## config.mk

```make
export PLATFORM = sky130hd
export DESIGN_NAME = sdram_arbiter
export DESIGN_NICKNAME = d
export VERILOG_FILES = /design/src/rtl/sdram_arbiter.sv
export SDC_FILE = /design/constraint.sdc
export NUM_CORES = 1
export LEC_CHECK = 0
export ABC_AREA = 1
export CAP_MARGIN = 20
export CORE_ASPECT_RATIO = 1.5
export CORE_MARGIN = 4
export CORE_UTILIZATION = 47
export CTS_BUF_LIST = sky130_fd_sc_hd__clkbuf_4
export DETAILED_ROUTE_END_ITERATION = 10
export GPL_ROUTABILITY_DRIVEN = 0
export GPL_TIMING_DRIVEN = 0
export PLACE_DENSITY = 0.89
export SETUP_SLACK_MARGIN = 0.4
export SLEW_MARGIN = 20
export SYNTH_ARGS = -nofsm -noshare
export SYNTH_HDL_FRONTEND = slang
export SYNTH_SLANG_ARGS = --single-unit
```

## constraint.sdc

```tcl
create_clock -name clk -period 6 [get_ports clk]
set_clock_uncertainty 0.05 [all_clocks]
set_input_delay 1.2 -clock clk [delete_from_list [all_inputs] [get_ports clk]]
set_output_delay 1.2 -clock clk [all_outputs]
set_load 0.01 [all_outputs]
```

## src/rtl/sdram_arbiter.sv

```systemverilog
// Three-port arbiter in front of a byte-wide SDRAM controller: one access per
// slot, port 0 fixed priority, ports 1/2 round-robin, forced idle slots for refresh.
module sdram_arbiter #(
    parameter int SLOT_CYCLES = 6,
    parameter int REFRESH_MAX = 8,
    parameter int ADDR_W      = 25
) (
    input  logic              clk,
    input  logic              reset_n,
    input  logic              p0_req,
    input  logic              p0_we,
    input  logic [ADDR_W-1:0] p0_addr,
    input  logic [7:0]        p0_din,
    output logic              p0_ack,
    output logic [7:0]        p0_dout,
    input  logic              p1_req,
    input  logic              p1_we,
    input  logic [ADDR_W-1:0] p1_addr,
    input  logic [7:0]        p1_din,
    output logic              p1_ack,
    output logic [7:0]        p1_dout,
    input  logic              p2_req,
    input  logic              p2_we,
    input  logic [ADDR_W-1:0] p2_addr,
    input  logic [7:0]        p2_din,
    output logic              p2_ack,
    output logic [7:0]        p2_dout,
    output logic              clkref,
    output logic [ADDR_W-1:0] ram_addr,
    output logic [7:0]        ram_din,
    output logic              ram_oe,
    output logic              ram_we,
    input  logic [7:0]        ram_dout
);
    localparam int SLOT_W  = $clog2(SLOT_CYCLES);
    localparam int BURST_W = $clog2(REFRESH_MAX + 1);

    typedef enum logic [1:0] {PORT0 = 2'd0, PORT1 = 2'd1, PORT2 = 2'd2} port_t;

    typedef struct packed {
        logic  valid;
        port_t port;
        logic  we;
    } access_t;

    logic [SLOT_W-1:0]  slot;
    logic [SLOT_W-1:0]  slot_next;
    logic               slot_last;
    logic [BURST_W-1:0] burst;
    logic               rr_p2;
    access_t            cur;
    access_t            done;
    logic [2:0]         ack;
    logic [2:0]         elig;

    logic               grant_valid;
    port_t              grant_port;
    logic               grant_we;
    logic [ADDR_W-1:0]  grant_addr;
    logic [7:0]         grant_din;

    assign slot_last = (slot == SLOT_W'(SLOT_CYCLES - 1));
    assign slot_next = slot_last ? '0 : slot + SLOT_W'(1);

    // The port owning the current slot still awaits its ack, so it sits out the next grant.
    always_comb begin
        elig[0] = p0_req && !(cur.valid && cur.port == PORT0);
        elig[1] = p1_req && !(cur.valid && cur.port == PORT1);
        elig[2] = p2_req && !(cur.valid && cur.port == PORT2);
    end

    always_comb begin
        grant_valid = 1'b0;
        grant_port  = PORT0;
        if (burst != BURST_W'(REFRESH_MAX)) begin
            if (elig[0]) begin
                grant_valid = 1'b1;
                grant_port  = PORT0;
            end else if (elig[1] && (!elig[2] || !rr_p2)) begin
                grant_valid = 1'b1;
                grant_port  = PORT1;
            end else if (elig[2]) begin
                grant_valid = 1'b1;
                grant_port  = PORT2;
            end
        end
    end

    always_comb begin
        grant_we   = p0_we;
        grant_addr = p0_addr;
        grant_din  = p0_din;
        case (grant_port)
            PORT1: begin
                grant_we   = p1_we;
                grant_addr = p1_addr;
                grant_din  = p1_din;
            end
            PORT2: begin
                grant_we   = p2_we;
                grant_addr = p2_addr;
                grant_din  = p2_din;
            end
            default: ;
        endcase
    end

    // NOTE: all state is updated with non-blocking assignments so every branch sees pre-edge values.
    always_ff @(posedge clk) begin
        if (!reset_n) begin
            slot     <= '0;
            clkref   <= 1'b0;
            ram_addr <= '0;
            ram_din  <= '0;
            ram_oe   <= 1'b0;
            ram_we   <= 1'b0;
            burst    <= '0;
            rr_p2    <= 1'b0;
            cur      <= '0;
            done     <= '0;
            ack      <= '0;
            p0_dout  <= '0;
            p1_dout  <= '0;
            p2_dout  <= '0;
        end else begin
            slot   <= slot_next;
            clkref <= (slot_next < SLOT_W'(3));
            ack    <= '0;

            if (slot_last) begin
                done   <= cur;
                cur    <= '{valid: grant_valid, port: grant_port, we: grant_we};
                ram_oe <= grant_valid && !grant_we;
                ram_we <= grant_valid && grant_we;
                if (grant_valid) begin
                    ram_addr <= grant_addr;
                    if (grant_we) ram_din <= grant_din;
                    burst <= burst + BURST_W'(1);
                    if (grant_port == PORT1) rr_p2 <= 1'b1;
                    else if (grant_port == PORT2) rr_p2 <= 1'b0;
                end else begin
                    burst <= '0;
                end
            end

            // Previous slot's access completes: capture read data, then ack one cycle later.
            if (slot == '0 && done.valid) begin
                done.valid <= 1'b0;
                case (done.port)
                    PORT0: begin
                        ack[0] <= 1'b1;
                        if (!done.we) p0_dout <= ram_dout;
                    end
                    PORT1: begin
                        ack[1] <= 1'b1;
                        if (!done.we) p1_dout <= ram_dout;
                    end
                    PORT2: begin
                        ack[2] <= 1'b1;
                        if (!done.we) p2_dout <= ram_dout;
                    end
                    default: ;
                endcase
            end
        end
    end

    assign p0_ack = ack[0];
    assign p1_ack = ack[1];
    assign p2_ack = ack[2];

endmodule

```

==> metrics.txt, run 1 <==
setup bufs post-CTS=0; Lkg Pwr=2.587 nW; CP startpoint=p2_req; asr flop ratio synth=0; YS warnings=0; final cell count without fillers=886; Die Span Y=~120 um; f_max=slightly above 0.3 GHz; worst r2r dst=ram_oe$_SDFFE_PN0P_; Syn Inst Count=589; setup TNS=0 ns; H-tree Lvls=3; Initial Utilization=0.4788; drt first pass iters=4; clock latency on the worst-skew pair=~0.43 ns; dpl cell area=5909 sq um; Synth top cells by count=nand2_1 (174), nor2_1 (90), dfxtp_1 (79); Area contributors post-synth=dfxtp_1 (40%), nand2_1 (16%), nor2_1 (8.4%); Finished Cell Area=approximately 6000 sq um; Setup crit end=ram_oe$_SDFFE_PN0P_; area of the core=approximately 8400 sq um; PortBufs=around 180; Net Sw Power=265.0 uW; drt wl/cell=14.04 um; filler instances=690; Max Slew Vio Count=0; status=complete, no violations; # DRC=0; mux cell area share after synthesis=0.06250; post-layout minimum cycle time=about 3.2 ns; crit path max fanout=10; Gates resized, CTS repair=0; Routed Antenna Nets=0; Comb power frac=0.201; register area share after synthesis=0.3950; ANT cells=0; post-synthesis adder-cell area fraction=0.01250; CTS root buf=clkbuf_4; die area=between 10000 and 15000 sq um; area grow syn2layout=49.81%; via count=~4.5k; Post-DP HPWL=10.18 mm; Syn Area/Cell=around 7 sq um; I/O Pins=178; Synth Register Bits=slightly below 80; Mapped Nets=708; row cnt=slightly above 40; final setup vio count=0; Yosys top cell by area=dfxtp_1; Reg2Reg Depth=16; number of enable-type register cells in the synthesized netlist=0; global route overflow=0; vias in the first global route=4423; Power per Cell Area=between 150 and 200 nW/um^2; worst endpoint required time=approximately 6.3 ns; CTS sink cnt=79; via-per-instance ratio=about 5.0; Synth Flop Type=dfxtp_1; Tightest Hold Check Type=reg -> reg; hold buffers post-CTS=0; fin nets=896; CTS buffer count=9; complex-gate fraction of the synthesized area=0.1081; Clock Power Share=0.257; initial drt markers=179; R2R Setup Slk=around 3.5 ns; switching portion of total power=0.2688; Slew headroom=0.6815; Reg area=between 1500 and 2000 sq um; Arrival @ worst endpoint=about 3.5 ns; post-synth cell types=28; multi-input logic area=around 2100 sq um; Worst-path clk slew=about 0.11 ns; WL final=about 12 mm; top cell type's share of synthesized area=0.3950; largest net degree at the start of global routing=12; Placed Cells incl. Taps=a little under 900; simple-gate share of the synthesized area=0.3334; CTS max path bufs=2; layout cells sized above 1=0.05392; Post-Synth XOR/XNOR Area=0.004375; RSZ-0062 raised after global routing=false; r2r startpoint=burst[0]$_SDFFE_PN0P_; combinational family with the most area after synthesis=simple AND/OR/NAND/NOR gates; worst IR drop on VDD=0.0001121 V; Synth Cell Area=approximately 4000 sq um; crit start category=input pin; first-pass GRT wire length=~20 mm; fin crit share=0.5352; Max Cap Viol=0; most common cell in the synthesized netlist=nand2_1; Setup CP Type=in -> reg; Tot GR Track Use=0.2439; Internal=approximately 720 uW; pin slew with the least headroom to its limit=0.4778 ns; Crit. End Element=flop; die width=between 80 and 90 um; Hold Fails Final Rpt=0; CTS tree=yes; antenna violations before repair=0; share of power burned in registers=0.542
-- layout by cell type (no fill, tap or decap), drive strengths merged --
cell	synthesis	layout
clkdlybuf4s50	0	177
nand2	175	175
nor2	91	91
dfxtp	79	79
inv	41	41
a21oi	40	40
nand3	40	40
o21ai	33	33
clkbuf	16	26
mux2i	25	25
buf	19	19
nand4	9	9
a21boi	8	8
ha	4	4
nor3	4	4
clkinv	1	4
xnor2	1	1
nor4	1	1
o31ai	1	1
xor2	1	1
-- metrics by stage --
stage | total power [mW] | hold WS [ns] | utilization | worst slack [ns]
after detailed placement | 0.7437 | 0.4079 | 0.7067 | 2.369
after floorplan | 0.6351 | 0.3988 | - | 3.259
final | 0.9861 | 0.4248 | 0.7173 | 2.789
after CTS | 0.9884 | 0.4251 | 0.7173 | 2.828
after global routing | 1.026 | 0.4443 | 0.7173 | 2.527
after global placement | 0.7385 | 0.4047 | 0.7067 | 2.451
-- registers in the layout (all words and copies together) (netlist names), 4 cells and up --
register / cells
ram_addr: 25
p0_dout: 8
p1_dout: 8
p2_dout: 8
ram_din: 8
burst: 4
cur: 4
done: 4
-- critical path, stage by stage --
cell             delay [ns]
clkdlybuf4s50_1        0.49
nand2_1                0.10
o21ai_0                0.22
nand2_1                0.13
inv_1                  0.08
ha_1                   0.12
buf_2                  0.22
nand2_1                0.12
nand2_1                0.10
nand2_1                0.05
nand2_1                0.29
inv_1                  0.17
nand3_1                0.12
a21oi_1                0.06
-- cell families after synthesis --
| family | count (synthesis) |
|---|---|
| fa+ha+maj | 4 |
| flops | 79 |
| compound gates | 82 |
| mux | 25 |
| xor+xnor | 2 |
| buf+inv | 77 |
| simple gates | 320 |
-- power by group through the flow --
| stage | clock [mW] | combinational [mW] | sequential, mW |
|---|---|---|---|
| final | 0.253 | 0.198 | 0.535 |
| after global routing | 0.274 | 0.217 | 0.536 |
| after CTS | 0.256 | 0.198 | 0.535 |
| after detailed placement | 0 | 0.197 | 0.547 |
| after global placement | 0 | 0.192 | 0.546 |
| after floorplan | 0 | 0.0870 | 0.548 |
-- routing by layer --
metal / routed length, um / GRT usage / vias to the layer above
met5: 0 / 0 / -
met4: 460 / 0.1125 / 0
met3: 1014 / 0.08560 / 36
met2: 6692 / 0.4854 / 188
met1: 4269 / 0.2123 / 1984
li1: - / - / 2258
-- area by class of cell --
class,instances,area share
Tap cell,107,0.02232
Clock buffer,10,0.01252
Inverter,42,0.02628
Clock inverter,3,0.002295
Timing Repair Buffer,177,0.2954
Sequential cell,79,0.2637
Multi-Input combinational cell,433,0.3477
Buffer,35,0.02983
-- worst min-delay path by stage --
stage,to,cells past startpoint,from
finish,ram_we$_SDFFE_PN0P_,2,ram_we$_SDFFE_PN0P_
global route,ram_oe$_SDFFE_PN0P_,2,ram_oe$_SDFFE_PN0P_
CTS,ram_we$_SDFFE_PN0P_,2,ram_we$_SDFFE_PN0P_
detailed placement,ram_we$_SDFFE_PN0P_,2,ram_we$_SDFFE_PN0P_
global placement,ram_we$_SDFFE_PN0P_,2,ram_we$_SDFFE_PN0P_
floorplan,slot[1]$_SDFF_PN0_,2,slot[1]$_SDFF_PN0_
No activity file was read; power rests on OpenSTA's default activity.
==> inputs of run 2 (changes only) <==
--- a/config.mk
+++ b/config.mk
@@ -9,12 +9,12 @@
 export CAP_MARGIN = 20
 export CORE_ASPECT_RATIO = 1.5
 export CORE_MARGIN = 4
-export CORE_UTILIZATION = 47
+export CORE_UTILIZATION = 39
 export CTS_BUF_LIST = sky130_fd_sc_hd__clkbuf_4
 export DETAILED_ROUTE_END_ITERATION = 10
 export GPL_ROUTABILITY_DRIVEN = 0
 export GPL_TIMING_DRIVEN = 0
-export PLACE_DENSITY = 0.89
+export PLACE_DENSITY = 0.78
 export SETUP_SLACK_MARGIN = 0.4
 export SLEW_MARGIN = 20
 export SYNTH_ARGS = -nofsm -noshare
==> constraint.sdc (replaced) <==
create_clock -name clk -period 2.6 [get_ports clk]
set_clock_uncertainty 0.05 [all_clocks]
set_input_delay 0.52 -clock clk [delete_from_list [all_inputs] [get_ports clk]]
set_output_delay 0.52 -clock clk [all_outputs]
set_load 0.01 [all_outputs]
==> metrics.txt, run 2 (synthesized netlist as in run 1, its figures left out) <==
f_max=0.4559 GHz; status=complete, no violations; Lkg Pwr=roughly 2.8 nW; Slew headroom=0.6505; worst endpoint required time=roughly 2.9 ns; drt first pass iters=5; Placed Cells incl. Taps=roughly 880; R2R Setup Slk=a little over 0.4 ns; Reg2Reg Depth=14; ANT cells=0; Post-DP HPWL=between 9 and 10 mm; largest net degree at the start of global routing=13; via count=4559; clock latency on the worst-skew pair=around 0.43 ns; commonest non-fill, non-tap cell in the layout=clkdlybuf4s50_1; Setup CP Type=reg -> reg; WL final=around 13 mm; Initial Utilization=0.3973; initial drt markers=between 200 and 250; I/O Pins=178; area of the core=10080 sq um; hold wc startpoint=ram_we$_SDFFE_PN0P_; hold path cells=2; RSZ-0062 raised after global routing=true; CTS root buf=clkbuf_4; fin nets=roughly 920; # DRC=0; die width=~91 um; layout cells sized above 1=0.1298; drt wl/cell=approximately 14 um; Tot GR Track Use=0.2086; final setup vio count=0; Crit. End Element=flop; worst r2r dst=ram_addr[3]$_SDFFE_PN0P_; Worst-path clk slew=0.11 ns; CTS tree=yes; post-layout minimum cycle time=~2.2 ns; area grow syn2layout=62.28%; final core utilization=0.6447; vias in the first global route=~4.6k; Max Cap Viol=0; crit start category=flop; antenna violations before repair=0; Arrival @ worst endpoint=around 2.5 ns; final cell count without fillers=around 920; Tightest Hold Check Type=reg -> reg; die area=between 10000 and 15000 sq um; CTS buffer count=9; Routed Antenna Nets=0; H-tree Lvls=3; most frequent cells in the layout=clkdlybuf4s50_1 (176), nand2_1 (162), nor2_1 (89); Die Span Y=around 130 um; Max Slew Vio Count=0; fin crit share=0.8436; Power per Cell Area=slightly below 400 nW/um^2; pin slew with the least headroom to its limit=0.5243 ns; worst hold slack=about 0.43 ns; first-pass GRT wire length=approximately 20 mm; Biggest register=ram_addr; CTS max path bufs=2; PortBufs=about 180; Worst Hold End=ram_we$_SDFFE_PN0P_; CTS sink cnt=79; worst IR drop on VDD=0.0001911 V; Hold Fails Final Rpt=0; via-per-instance ratio=slightly below 5; max reg flops=25; crit path max fanout=5; row cnt=between 40 and 50; global route overflow=0; r2r startpoint=burst[0]$_SDFFE_PN0P_
## run 2: power by group
part | switching [mW] | internal [mW]
Sequential | 0.00975 | 1.22
Combinational | 0.242 | 0.329
Clock | 0.410 | 0.291
Total | 0.661 | 1.85
## run 2: layout make-up
| class | instances | area (sq um) |
|---|---|---|
| clock buffer | 10 | 75.07 |
| sequential | 79 | 1585 |
| multi-input combinational | 435 | 2230 |
| fill | 867 | 3581 |
| buffer | 35 | 289.0 |
| inverter | 42 | 160.2 |
| clock inverter | 5 | 50.05 |
| timing repair buffer | 195 | 1962 |
| tap | 117 | 146.4 |
## run 2: worst max path at each step
stage,cells after the start,startpoint,endpoint
3_5_place_dp,13,p2_req,ram_din[5]$_SDFFE_PN0P_
2_1_floorplan,14,burst[0]$_SDFFE_PN0P_,ram_addr[10]$_SDFFE_PN0P_
5_1_grt,15,burst[0]$_SDFFE_PN0P_,ram_oe$_SDFFE_PN0P_
4_1_cts,14,burst[0]$_SDFFE_PN0P_,ram_addr[3]$_SDFFE_PN0P_
6_report,14,burst[0]$_SDFFE_PN0P_,ram_addr[3]$_SDFFE_PN0P_
3_3_place_gp,13,p2_req,ram_din[3]$_SDFFE_PN0P_
## run 2: metal layers
metal	GRT usage	wire [um]
met2	0.3970	7010
met3	0.05483	925
met1	0.2060	4845
met4	0.09796	484
met5	0	0
## run 2: stage by stage
stage	total power [mW]	TNS, ns	instance area [sq um]	setup slack [ns]
floorplan	1.466	0	4004	0.4628
global placement	1.710	-7.631	5922	-0.3364
detailed placement	1.718	-9.982	5922	-0.3746
CTS	2.451	0	6277	0.3981
global route	2.603	0	6497	0.3250
finish	2.507	0	6497	0.4067
## run 2: timing repair
item	4_1_cts	5_1_grt
setup endpoints to repair	37	38
gates cloned	3	3
gates resized for setup	55	35
hold buffers	0	0
buffers inserted	9	5
pin swaps	3	13
## run 2: critical path: stages, from the launching register on
cell and delay (ns):
dfxtp_2 0.35, inv_2 0.09, ha_4 0.14, nand2_4 0.05
o21ai_2 0.15, nor2_1 0.05, nand2_1 0.11, inv_2 0.07
ha_4 0.29, buf_12 0.14, buf_8 0.12, mux2i_2 0.22
nand3_1 0.10, nand2_1 0.11, nor2_2 0.05
==> inputs of run 3 (changes only) <==
--- a/config.mk
+++ b/config.mk
@@ -9,12 +9,12 @@
 export CAP_MARGIN = 20
 export CORE_ASPECT_RATIO = 1.5
 export CORE_MARGIN = 4
-export CORE_UTILIZATION = 39
+export CORE_UTILIZATION = 43
 export CTS_BUF_LIST = sky130_fd_sc_hd__clkbuf_4
 export DETAILED_ROUTE_END_ITERATION = 10
 export GPL_ROUTABILITY_DRIVEN = 0
 export GPL_TIMING_DRIVEN = 0
-export PLACE_DENSITY = 0.78
+export PLACE_DENSITY = 0.82
 export SETUP_SLACK_MARGIN = 0.4
 export SLEW_MARGIN = 20
 export SYNTH_ARGS = -nofsm -noshare
==> constraint.sdc (replaced) <==
create_clock -name clk -period 2.2 [get_ports clk]
set_clock_uncertainty 0.05 [all_clocks]
set_input_delay 0.44 -clock clk [delete_from_list [all_inputs] [get_ports clk]]
set_output_delay 0.44 -clock clk [all_outputs]
set_load 0.01 [all_outputs]
==> metrics.txt, run 3 (synthesized netlist as in run 1, its figures left out) <==
worst hold slack=0.4382 ns; fin crit share=1.020; # DRC=0; via-per-instance ratio=between 5 and 6; post-layout minimum cycle time=roughly 2.2 ns; Arrival @ worst endpoint=around 2.5 ns; Slew headroom=0.6824; row cnt=between 40 and 50; CTS root buf=clkbuf_4; hold wc startpoint=ram_addr[1]$_SDFFE_PN0P_; failing checks=setup timing; Setup CP Type=reg -> reg; worst endpoint required time=about 2.5 ns; f_max=0.4457 GHz; drt first pass iters=5; largest net degree at the start of global routing=14; area grow syn2layout=70.41%; Biggest register=ram_addr; Worst-path clk slew=about 0.12 ns; clock latency on the worst-skew pair=roughly 0.43 ns; CTS tree=yes; Post-DP HPWL=about 10 mm; Routed Antenna Nets=0; pin slew with the least headroom to its limit=roughly 0.48 ns; commonest non-fill, non-tap cell in the layout=nand2_1; Crit. End Element=flop; Lkg Pwr=3.272 nW; fin nets=between 900 and 1k; global route overflow=0; Initial Utilization=0.4482; drt wl/cell=around 16 um; CTS max path bufs=2; CTS buffer count=9; crit start category=flop; CP startpoint=burst[0]$_SDFFE_PN0P_; final setup vio count=11; max reg flops=25; ANT cells=0; hold buffers post-CTS=0; worst IR drop on VDD=just under 0.0003 V; Final WS setup=-0.04343 ns; hold path cells=2; Tot GR Track Use=0.2453; status=finished, violations left; via count=just under 5k; antenna violations before repair=0; die area=about 11000 sq um; Power per Cell Area=470.5 nW/um^2; Die Span Y=around 130 um; I/O Pins=approximately 180; die width=between 80 and 90 um; Hold Fails Final Rpt=0; total power=3.210 mW; Max Cap Viol=0; H-tree Lvls=3; Max Slew Vio Count=0; CTS sink cnt=a little under 80; crit path max fanout=5; WL final=14.59 mm; vias in the first global route=4770; RSZ-0062 raised after global routing=true; initial drt markers=around 180; r2r startpoint=burst[0]$_SDFFE_PN0P_; Tightest Hold Check Type=reg -> reg; most frequent cells in the layout=nand2_1 (124), clkdlybuf4s50_1 (114), nor2_1 (89); layout cells sized above 1=0.1953; first-pass GRT wire length=between 20 and 25 mm; PortBufs=about 180; Reg2Reg Depth=16; area of the core=approximately 9000 sq um
[run 3: power breakdown]
part           switching [mW]  total, mW  internal, mW
sequential             0.0112       1.46          1.45
clock                   0.524      0.995         0.470
combinational           0.333      0.758         0.425
total                   0.868       3.21          2.34
[run 3: final timing paths]
path              slack [ns]                        end
setup / recovery       -0.04  ram_addr[12]$_SDFFE_PN0P_
hold / removal          0.44   ram_addr[1]$_SDFFE_PN0P_
setup reg to reg       -0.04  ram_addr[12]$_SDFFE_PN0P_
hold reg to reg         0.44   ram_addr[1]$_SDFFE_PN0P_
[run 3: stage by stage]
step	instances	TNS, ns	instance area, sq um	util	setup WS (ns)
after global placement	876	-12.63	6022	0.6741	-0.4123
final	914	-0.2634	6823	0.7637	-0.04343
after global routing	914	-3.405	6823	0.7637	-0.1659
after floorplan	589	0	4113	-	0.2498
after CTS	909	0	6496	0.7272	0.08174
after detailed placement	876	-15.23	6022	0.6741	-0.4725
[run 3: worst max-delay path, stage by stage (launching register included)]
cell and delay [ns]:
dfxtp_2 0.36, inv_2 0.06, ha_4 0.16, nand2_4 0.08
o21ai_4 0.06, nor2_2 0.15, nand2_2 0.10, buf_6 0.13
ha_4 0.17, buf_12 0.14, clkbuf_16 0.15, nand2_1 0.06
nand2_1 0.06, mux2i_1 0.17, nand3_1 0.11, nand2_1 0.10
nor2_1 0.05
[run 3: what timing repair did]
item,in CTS,in global routing
pin swaps,18,43
hold endpoints to repair,0,0
gates resized for setup,109,81
setup endpoints to repair,98,39
setup buffers,9,4
gates cloned,8,1
[run 3: area by class of cell]
type                            instances  area [sq um]
Buffer                                 35         374.1
Clock buffer                           10         75.07
Clock inverter                          6         85.08
Fill cell                             671          2111
Inverter                               42         167.7
Multi-Input combinational cell        435          2450
Sequential cell                        79          1590
Tap cell                              110         137.6
Timing Repair Buffer                  197          1943
[run 3: routing by layer]
layer	vias to the layer above	routed length, um	share of wire	track usage
met2	260	7921	0.54	0.4644
met1	2250	5020	0.34	0.2463
met4	0	499	0.034	0.09725
met5	-	0	0	0
met3	51	1146	0.079	0.06275
li1	2310	-	-	-
